## src/rtl/design_lib_pkg.sv

```systemverilog
// ============================================================================
//  Module   : design_lib_pkg
//  Brief    : Shared constants and state encodings for the design_lib blocks.
//  Revision : 1.0
// ============================================================================
`ifndef DESIGN_LIB_PKG_SV
`define DESIGN_LIB_PKG_SV
`default_nettype none

package design_lib_pkg;

   localparam int N_REQ = 4;
   localparam int IDX_W = 2;

   typedef enum logic [0:0] {
      ARB_IDLE  = 1'b0,
      ARB_GRANT = 1'b1
   } arb_state_e;

endpackage : design_lib_pkg

`default_nettype wire
`endif

```

## src/rtl/dl_pri_encoder_4p2p.sv

```systemverilog
// ============================================================================
//  Module   : dl_pri_encoder_4p2p
//  Brief    : 4-input priority encoder, highest set index wins.
//  Revision : 1.0
// ============================================================================
`ifndef DL_PRI_ENCODER_4P2P_SV
`define DL_PRI_ENCODER_4P2P_SV
`default_nettype none

module dl_pri_encoder_4p2p
   import design_lib_pkg::*;
(
   input  logic [N_REQ-1:0] req,
   output logic [IDX_W-1:0] idx,
   output logic             vld
);

   // Ascending scan so the last (highest) set bit overwrites lower ones.
   always_comb begin
      idx = '0;
      vld = 1'b0;
      for (int i = 0; i < N_REQ; i++) begin
         if (req[i]) begin
            idx = i[IDX_W-1:0];
            vld = 1'b1;
         end
      end
   end

endmodule : dl_pri_encoder_4p2p

`default_nettype wire
`endif

```

## src/rtl/dl_pri_arbiter_4p.sv

```systemverilog
// ============================================================================
//  Module   : dl_pri_arbiter_4p
//  Brief    : 4-port fixed-priority arbiter with pending register and
//             valid/ready grant handshake, no pre-emption of a held grant.
//  Revision : 1.0
// ============================================================================
`ifndef DL_PRI_ARBITER_4P_SV
`define DL_PRI_ARBITER_4P_SV
`default_nettype none

module dl_pri_arbiter_4p
   import design_lib_pkg::*;
(
   input  logic             clk,
   input  logic             rst_n,
   input  logic [N_REQ-1:0] req_set,
   input  logic             flush,
   output logic             gnt_vld,
   output logic [IDX_W-1:0] gnt_idx,
   output logic [N_REQ-1:0] gnt_oh,
   input  logic             gnt_rdy,
   output logic [N_REQ-1:0] pend
);

   arb_state_e       r_state;
   arb_state_e       w_state_nxt;
   logic [IDX_W-1:0] r_gnt_idx;
   logic [IDX_W-1:0] w_gnt_idx_nxt;
   logic [N_REQ-1:0] r_pend;
   logic [N_REQ-1:0] w_pend_nxt;
   logic [N_REQ-1:0] w_gnt_oh;
   logic [N_REQ-1:0] w_clr;
   logic [N_REQ-1:0] w_pend_masked;
   logic             w_hs;
   logic [IDX_W-1:0] w_enc_idx;
   logic             w_enc_vld;

   assign gnt_vld = (r_state == ARB_GRANT);
   assign gnt_idx = r_gnt_idx;
   assign gnt_oh  = w_gnt_oh;
   assign pend    = r_pend;

   assign w_hs = gnt_vld & gnt_rdy;

   always_comb begin
      w_gnt_oh = '0;
      if (gnt_vld) begin
         w_gnt_oh[r_gnt_idx] = 1'b1;
      end
   end

   // The bit being handed off is hidden from the encoder so the next grant
   // can be loaded on the same edge without a bubble.
   assign w_clr         = w_hs ? w_gnt_oh : '0;
   assign w_pend_masked = r_pend & ~w_clr;

   dl_pri_encoder_4p2p u_enc (
      .req (w_pend_masked),
      .idx (w_enc_idx),
      .vld (w_enc_vld)
   );

   always_comb begin
      w_state_nxt   = r_state;
      w_gnt_idx_nxt = r_gnt_idx;
      w_pend_nxt    = w_pend_masked | req_set;

      case (r_state)
         ARB_IDLE: begin
            if (w_enc_vld) begin
               w_state_nxt   = ARB_GRANT;
               w_gnt_idx_nxt = w_enc_idx;
            end
         end
         ARB_GRANT: begin
            if (w_hs) begin
               if (w_enc_vld) begin
                  w_gnt_idx_nxt = w_enc_idx;
               end else begin
                  w_state_nxt = ARB_IDLE;
               end
            end
         end
         default: begin
            w_state_nxt = ARB_IDLE;
         end
      endcase

      if (flush) begin
         w_state_nxt = ARB_IDLE;
         w_pend_nxt  = '0;
      end
   end

   always_ff @(posedge clk or negedge rst_n) begin
      if (!rst_n) begin
         r_state   <= ARB_IDLE;
         r_gnt_idx <= '0;
         r_pend    <= '0;
      end else begin
         r_state   <= w_state_nxt;
         r_gnt_idx <= w_gnt_idx_nxt;
         r_pend    <= w_pend_nxt;
      end
   end

   a_oh_onehot0 : assert property (@(posedge clk) disable iff (!rst_n)
      $onehot0(gnt_oh));

   a_hold_stable : assert property (@(posedge clk) disable iff (!rst_n)
      (gnt_vld && !gnt_rdy && !flush) |=> (gnt_vld && $stable(gnt_idx)));

endmodule : dl_pri_arbiter_4p

`default_nettype wire
`endif

```

## config.mk

```make
export PLATFORM = sky130hd
export DESIGN_NAME = dl_pri_arbiter_4p
export DESIGN_NICKNAME = d
export VERILOG_FILES = /design/src/rtl/design_lib_pkg.sv /design/src/rtl/dl_pri_encoder_4p2p.sv /design/src/rtl/dl_pri_arbiter_4p.sv
export SDC_FILE = /design/constraint.sdc
export NUM_CORES = 1
export LEC_CHECK = 0
export CAP_MARGIN = 20
export CORE_MARGIN = 1.5
export CORE_UTILIZATION = 37
export DETAILED_ROUTE_END_ITERATION = 8
export PLACE_DENSITY = 0.71
export SLEW_MARGIN = 10
export SYNTH_ARGS = -nofsm -noshare
export SYNTH_HDL_FRONTEND = slang
export SYNTH_SLANG_ARGS = --single-unit
```

## constraint.sdc

```tcl
create_clock -name clk -period 1.3 [get_ports clk]
set_clock_uncertainty 0.15 [all_clocks]
set_input_delay 0.26 -clock clk [delete_from_list [all_inputs] [get_ports clk]]
set_output_delay 0.26 -clock clk [all_outputs]
set_load 0.01 [all_outputs]
```

==> flow_metrics.py, run 1 <==
metrics = {
    "pwr": {
        "leakage_nw": 0.424,
        "irDropWorstVdd_uv": 790,
        "finalPower_mw": 1.05,
        "p_per_area_nw_per_um2": 1150,
    },
    "route": {
        "wl_um": 1570,
        "drc_errors": 0,
        "drtIter0Drc": 18,
        "postRouteAntennaNets": 0,
        "vias": 628,
        "dr.pass1.iters": 4,
        "wire_per_inst_um": 14.0,
        "drt-vias-per-instance": 5.61,
    },
    "yosys": {
        "avgSynthCellArea_um2": 8.87,
        "synth_cells": 58,
        "yosysTopAreaCell": "dfrtp_1",
        "ys_top_cells_by_area": "dfrtp_1 34%, nor2_1 5.8%, buf_6 4.4%, a21oi_1 3.9%, nand4b_1 3.4%",
        "ys_seq_area_share_pct": 34.1,
        "synth_nets": 66,
        "ys_types": 33,
        "yosys.area.top_type_share_pct": 34.1,
        "synth_warnings": 0,
        "synth_seq_cells": 7,
        "syn_area_um2": 514,
    },
    "setup_path": {
        "critPathMaxFanout": 3,
        "critPathKind": "register to output port",
        "crit_chain": "and2b_4 -> and2_4 -> buf_6",
        "worst_path_max_delay_cell": "dfrtp_2",
        "end_kind": "output port",
        "critPathLaunchType": "register",
        "critPathMaxStageDelay_ns": 0.40,
        "arrival_ns": 1.12,
        "cp_data_required_time_ns": 0.89,
    },
    "floorplanning": {
        "ios": 19,
        "die_area_um2": 1620,
        "core.rowCount": 13,
        "die_h_um": 40.3,
        "start_util_pct": 39.5,
        "die_x_um": 40.3,
        "core_um2": 1300,
    },
    "clock_network": {
        "cts_buffers": 3,
        "cts-root-buf": "clkbuf_4",
        "ctsLongestPathBuffers": 2,
        "htree_levels": 1,
        "path_clk_slew_ns": 0.05,
        "clock_latency_ns": 0.25,
        "cts_sinks": 7,
        "hold_buffers": 0,
        "cts_tree": "done",
    },
    "status": {
        "violations": "setup timing",
        "status": "complete, but fails checks",
    },
    "cells_and_area": {
        "fillers": 113,
        "final_common_cell": "buf_4",
        "finalNonFillerCells": 112,
        "final_layout_size_suffix_gt1_share_pct": 51.5,
        "antenna-diode-count": 0,
        "final_nets": 106,
        "utilization_pct": 70.2,
        "multi_input_area_um2": 349,
        "regArea_um2": 178,
        "synthToLayoutAreaGrowth_pct": 77.6,
        "design_area_um2": 913,
        "final_cell_mix": "15 x buf_4, 10 x buf_6, 7 x nor2_1, 7 x buf_2, 6 x clkdlybuf4s50_1",
    },
    "sta": {
        "final_max_slew_viol_count": 0,
        "finalCritPeriodShare_pct": 118,
        "finalHoldViolCount": 0,
        "fmax_ghz": 0.654,
        "whs_ns": 0.139,
        "setup_viol_count_final": 10,
        "fin_ws_ns": -0.229,
        "fin_crit_ns": 1.53,
        "tightest_slew_ns": 0.383,
        "rsz0062_at_grt": "yes",
        "slew_headroom_pct": 74.4,
    },
    "worst_hold_path": {
        "hp-class": "input port to asynchronous set/reset pin",
    },
    "global_routing": {
        "overflow": 0,
        "grt_pass1_wl_um": 2370,
        "grt_util_all_layers_pct": 22.8,
        "grt_pass1_vias": 559,
        "antenna_found_initial": 0,
        "grt_max_degree": 11,
    },
    "run": {
        "max_cap_violations": 0,
    },
    "placed_design": {
        "io_buffer_count": 18,
        "dp_cells": 101,
        "globalplace.congestion": 0.786,
        "detailed_place_hpwl_um": 1000,
        "placed_cell_area_um2": 792,
    },
}
critical path: cells and delay by family (launching register included):
kind,cells,cell delay (ns)
and+or+nand+nor,2,0.37
buffers and inverters,1,0.09
DFF,1,0.40
final cells by class:
| class | instances | area share (%) |
|---|---|---|
| clock buffer | 4 | 2.88 |
| inverter | 2 | 0.822 |
| multi-input combinational | 44 | 38.2 |
| sequential | 7 | 19.5 |
| tap | 15 | 2.05 |
| timing repair buffer | 40 | 36.6 |
Yosys cell counts:
master / count
nand4bb_1: 1
a21o_1: 1
nor3_1: 1
a211oi_1: 1
inv_1: 2
a31o_1: 1
and3b_1: 1
o31ai_1: 2
o211ai_1: 1
and2_0: 1
a21boi_0: 1
nand2_1: 1
and2b_4: 1
nand4_1: 1
and4b_1: 1
a221oi_2: 1
a31oi_1: 1
nand4b_1: 2
mux2i_1: 1
nand3_1: 1
nor2_1: 8
and2b_1: 1
and2_1: 2
and3_1: 1
buf_2: 2
o21ai_0: 3
buf_4: 1
buf_6: 2
a21oi_1: 4
nor2b_1: 2
o32ai_1: 1
a21bo_1: 1
dfrtp_1: 7
flip-flops by register name, indices dropped and copies added, names as in the netlist:
register,flops
pend,4
gnt_vld,1
gnt_idx,2
logic make-up after synthesis:
| group | count (synthesis) | synth area share (%) |
|---|---|---|
| AO/OA/AOI/OAI | 18 | 25.1 |
| buffers and inverters | 7 | 9.25 |
| flip-flops | 7 | 34.1 |
| multiplexers | 1 | 1.95 |
| AND/OR/NAND/NOR | 25 | 29.7 |
layer usage:
| metal | GRT usage, % | wire length, µm | up-vias |
|---|---|---|---|
| li1 | - | - | 292 |
| met1 | 25.1 | 687 | 315 |
| met2 | 41.5 | 794 | 17 |
| met3 | 3.33 | 61 | 4 |
| met4 | 12.5 | 22 | 0 |
| met5 | 0 | 0 | - |
per-stage QoR:
stage                     worst slack (ns)  setup TNS (ns)
after global placement              -0.379           -4.32
after detailed placement            -0.379           -4.31
final                               -0.229           -1.22
after CTS                           -0.232           -1.44
after floorplan                    -0.0221         -0.0572
after global routing                -0.268           -1.66
power breakdown:
| group | switching [mW] | total, mW | leakage [nW] | internal, mW |
|---|---|---|---|---|
| clock | 0.0874 | 0.205 | 0.0150 | 0.118 |
| sequential | 0.0234 | 0.273 | 0.0826 | 0.249 |
| combinational | 0.251 | 0.574 | 0.326 | 0.323 |
path summary, 6_finish.rpt:
kind,start,endpoint,slack [ns],depth (start not counted)
worst min-delay path,rst_n,pend[0],0.14,1
worst max-delay path,gnt_idx[1],gnt_oh[1],-0.23,3
worst max register to register,gnt_idx[0],gnt_vld,-0.17,5
min in group clk,req_set[2],pend[2],0.44,3
max in group asynchronous,rst_n,gnt_idx[1],0.56,1
worst min register to register,pend[0],pend[0],0.51,3
timing repair:
item / CTS / global route
endpoints found under the setup margin: 18 / 15
gates resized for setup: 53 / 17
pin swaps: 11 / 10
buffers inserted: 10 / 3
No activity file was read; power rests on OpenSTA's default activity.
==> run 2: changes to the inputs <==
CORE_AREA = 2 2 39 41   (was default)
CORE_MARGIN = default   (was 1.5)
CORE_UTILIZATION = default   (was 37)
DIE_AREA = 0 0 41 43   (was default)
clock period = 1.9 ns   (was 1.3 ns; I/O delays follow)
==> run 2 against run 1 <==
Cell count down 8.9%. Count of clock-buffer cells in the layout unchanged. Hold slack better by 0.10 ns. Die area up 8.7%. Flip-flop and latch count unchanged. Highest routed layer unchanged. Final area down 15%. Combinational power down 49%. Power down 41%. Clock power down 30%. The run now ends clean. Largest cell class unchanged. Global-route usage down 4.1 points. Critical path type unchanged.
==> flow_metrics.py, run 2 (synthesized netlist as in run 1, its figures left out) <==
metrics = {
    "status": {
        "status": "finished, final reports clean",
    },
    "global_routing": {
        "grt_util_all_layers_pct": 18.7,
        "antenna_found_initial": 0,
        "grt_pass1_vias": 502,
        "grt_pass1_wl_um": 2260,
        "grt_max_degree": 10,
        "overflow": 0,
    },
    "setup_path": {
        "r2r_cells": 5,
        "end_kind": "output port",
        "arrival_ns": 1.30,
        "crit_chain": "buf_4 -> clkdlybuf4s50_1",
        "cp_data_required_time_ns": 1.37,
        "critPathMaxFanout": 4,
        "worstReg2RegStart": "gnt_idx[1]",
        "critPathKind": "register to output port",
        "r2r-end": "gnt_idx[0]",
        "critPathLaunchType": "register",
        "worst_path_max_delay_cell": "clkdlybuf4s50_1",
        "critPathMaxStageDelay_ns": 0.52,
        "rrSetupSlack_ns": 0.44,
    },
    "sta": {
        "finalCritPeriodShare_pct": 96.6,
        "rsz0062_at_grt": "no",
        "slew_headroom_pct": 76.0,
        "tightest_slew_ns": 0.358,
        "tns_ns": 0,
        "fin_crit_ns": 1.83,
        "fmax_ghz": 0.545,
        "setup_viol_count_final": 0,
        "whs_ns": 0.242,
        "finalHoldViolCount": 0,
        "final_max_slew_viol_count": 0,
    },
    "cells_and_area": {
        "largest_reg_flops": 4,
        "final_nets": 95,
        "design_area_um2": 781,
        "finalNonFillerCells": 102,
        "synthToLayoutAreaGrowth_pct": 51.8,
        "fillers": 132,
        "final_layout_size_suffix_gt1_share_pct": 19.8,
        "utilization_pct": 56.4,
        "final_common_cell": "clkdlybuf4s50_1",
        "antenna-diode-count": 0,
        "final_cell_mix": "12 x clkdlybuf4s50_1, 11 x buf_4, 8 x nor2_1",
    },
    "worst_hold_path": {
        "hp-class": "input port to asynchronous set/reset pin",
    },
    "floorplanning": {
        "ios": 19,
        "core.rowCount": 14,
        "core_um2": 1380,
        "start_util_pct": 37.2,
        "die_x_um": 41,
        "die_h_um": 43,
        "die_area_um2": 1760,
    },
    "route": {
        "wire_per_inst_um": 14.4,
        "dr.pass1.iters": 4,
        "drc_errors": 0,
        "postRouteAntennaNets": 0,
        "drt-vias-per-instance": 5.64,
        "drtIter0Drc": 26,
        "wl_um": 1470,
        "vias": 575,
    },
    "clock_network": {
        "ctsLongestPathBuffers": 2,
        "cts_sinks": 7,
        "cts_tree": "done",
        "path_clk_slew_ns": 0.05,
        "cts_buffers": 3,
        "htree_levels": 1,
        "cts-root-buf": "clkbuf_4",
        "clock_latency_ns": 0.26,
    },
    "placed_design": {
        "dp_cells": 95,
        "detailed_place_hpwl_um": 1070,
        "globalplace.congestion": 0.891,
        "placed_cell_area_um2": 734,
        "io_buffer_count": 18,
    },
    "pwr": {
        "p_per_area_nw_per_um2": 800,
        "irDropWorstVdd_uv": 397,
        "leakage_nw": 0.365,
    },
    "run": {
        "max_cap_violations": 0,
    },
}
==> run 2: changes by cell type in the layout (fill, tap and decap cells not counted), sizes merged <==
cell,before,now
buf,32,11
clkdlybuf4s50,6,12
dlygate4sd2,1,5
clkbuf,5,4
dlymetal6s2s,0,1
==> run 2: cell type report <==
cell class,instances,area (µm²),share of cell area [%]
multi-input cells,44,292,37.3
repair buffers,29,259,33.2
flip-flops and latches,7,176,22.6
clock buffers,4,26.3,3.37
well taps,16,20.0,2.56
inverters,2,7.51,0.962
==> run 2: repair_timing <==
action,4_1_cts,5_1_grt
hold buffers,0,0
setup buffers,2,1
endpoints found under the setup margin,7,2
endpoints found under the hold margin,0,0
gates resized for setup,6,1
==> run 2: worst max path at each step <==
stage	slack [ns]	end	from
after floorplan	0.44	gnt_oh[0]	gnt_idx[0]
after global placement	0.11	gnt_idx[1]	gnt_rdy
after detailed placement	0.11	gnt_oh[1]	gnt_idx[1]
after CTS	0.04	gnt_idx[0]	gnt_idx[0]
after global routing	0.02	pend[1]	pend[1]
final	0.07	gnt_idx[0]	gnt_idx[0]
==> run 2: critical path, delay by kind of cell, from the launching register on <==
family | cells | cell delay, ns
buf+inv | 2 | 0.65
flops | 1 | 0.39
==> run 2: per-stage QoR <==
step	total power [mW]	worst slack, ns
after global placement	0.472	0.113
final	0.625	0.0653
after CTS	0.613	0.0363
after global routing	0.654	0.0197
after floorplan	0.347	0.436
after detailed placement	0.479	0.109
==> run 2: power breakdown <==
group          switching, mW  internal (mW)  total (mW)
registers             0.0212          0.170       0.191
logic                  0.130          0.159       0.290
clock network         0.0637         0.0807       0.144
total                  0.215          0.410       0.625
==> run 2: layer usage <==
layer | global-route usage (%) | part of all wire (%) | up-vias
met1 | 22.7 | 42 | 274
met3 | 1.57 | 6.7 | 2
met5 | 0 | 0 | -
met4 | 8.67 | 0.75 | 0
li1 | - | - | 269
met2 | 31.3 | 51 | 30
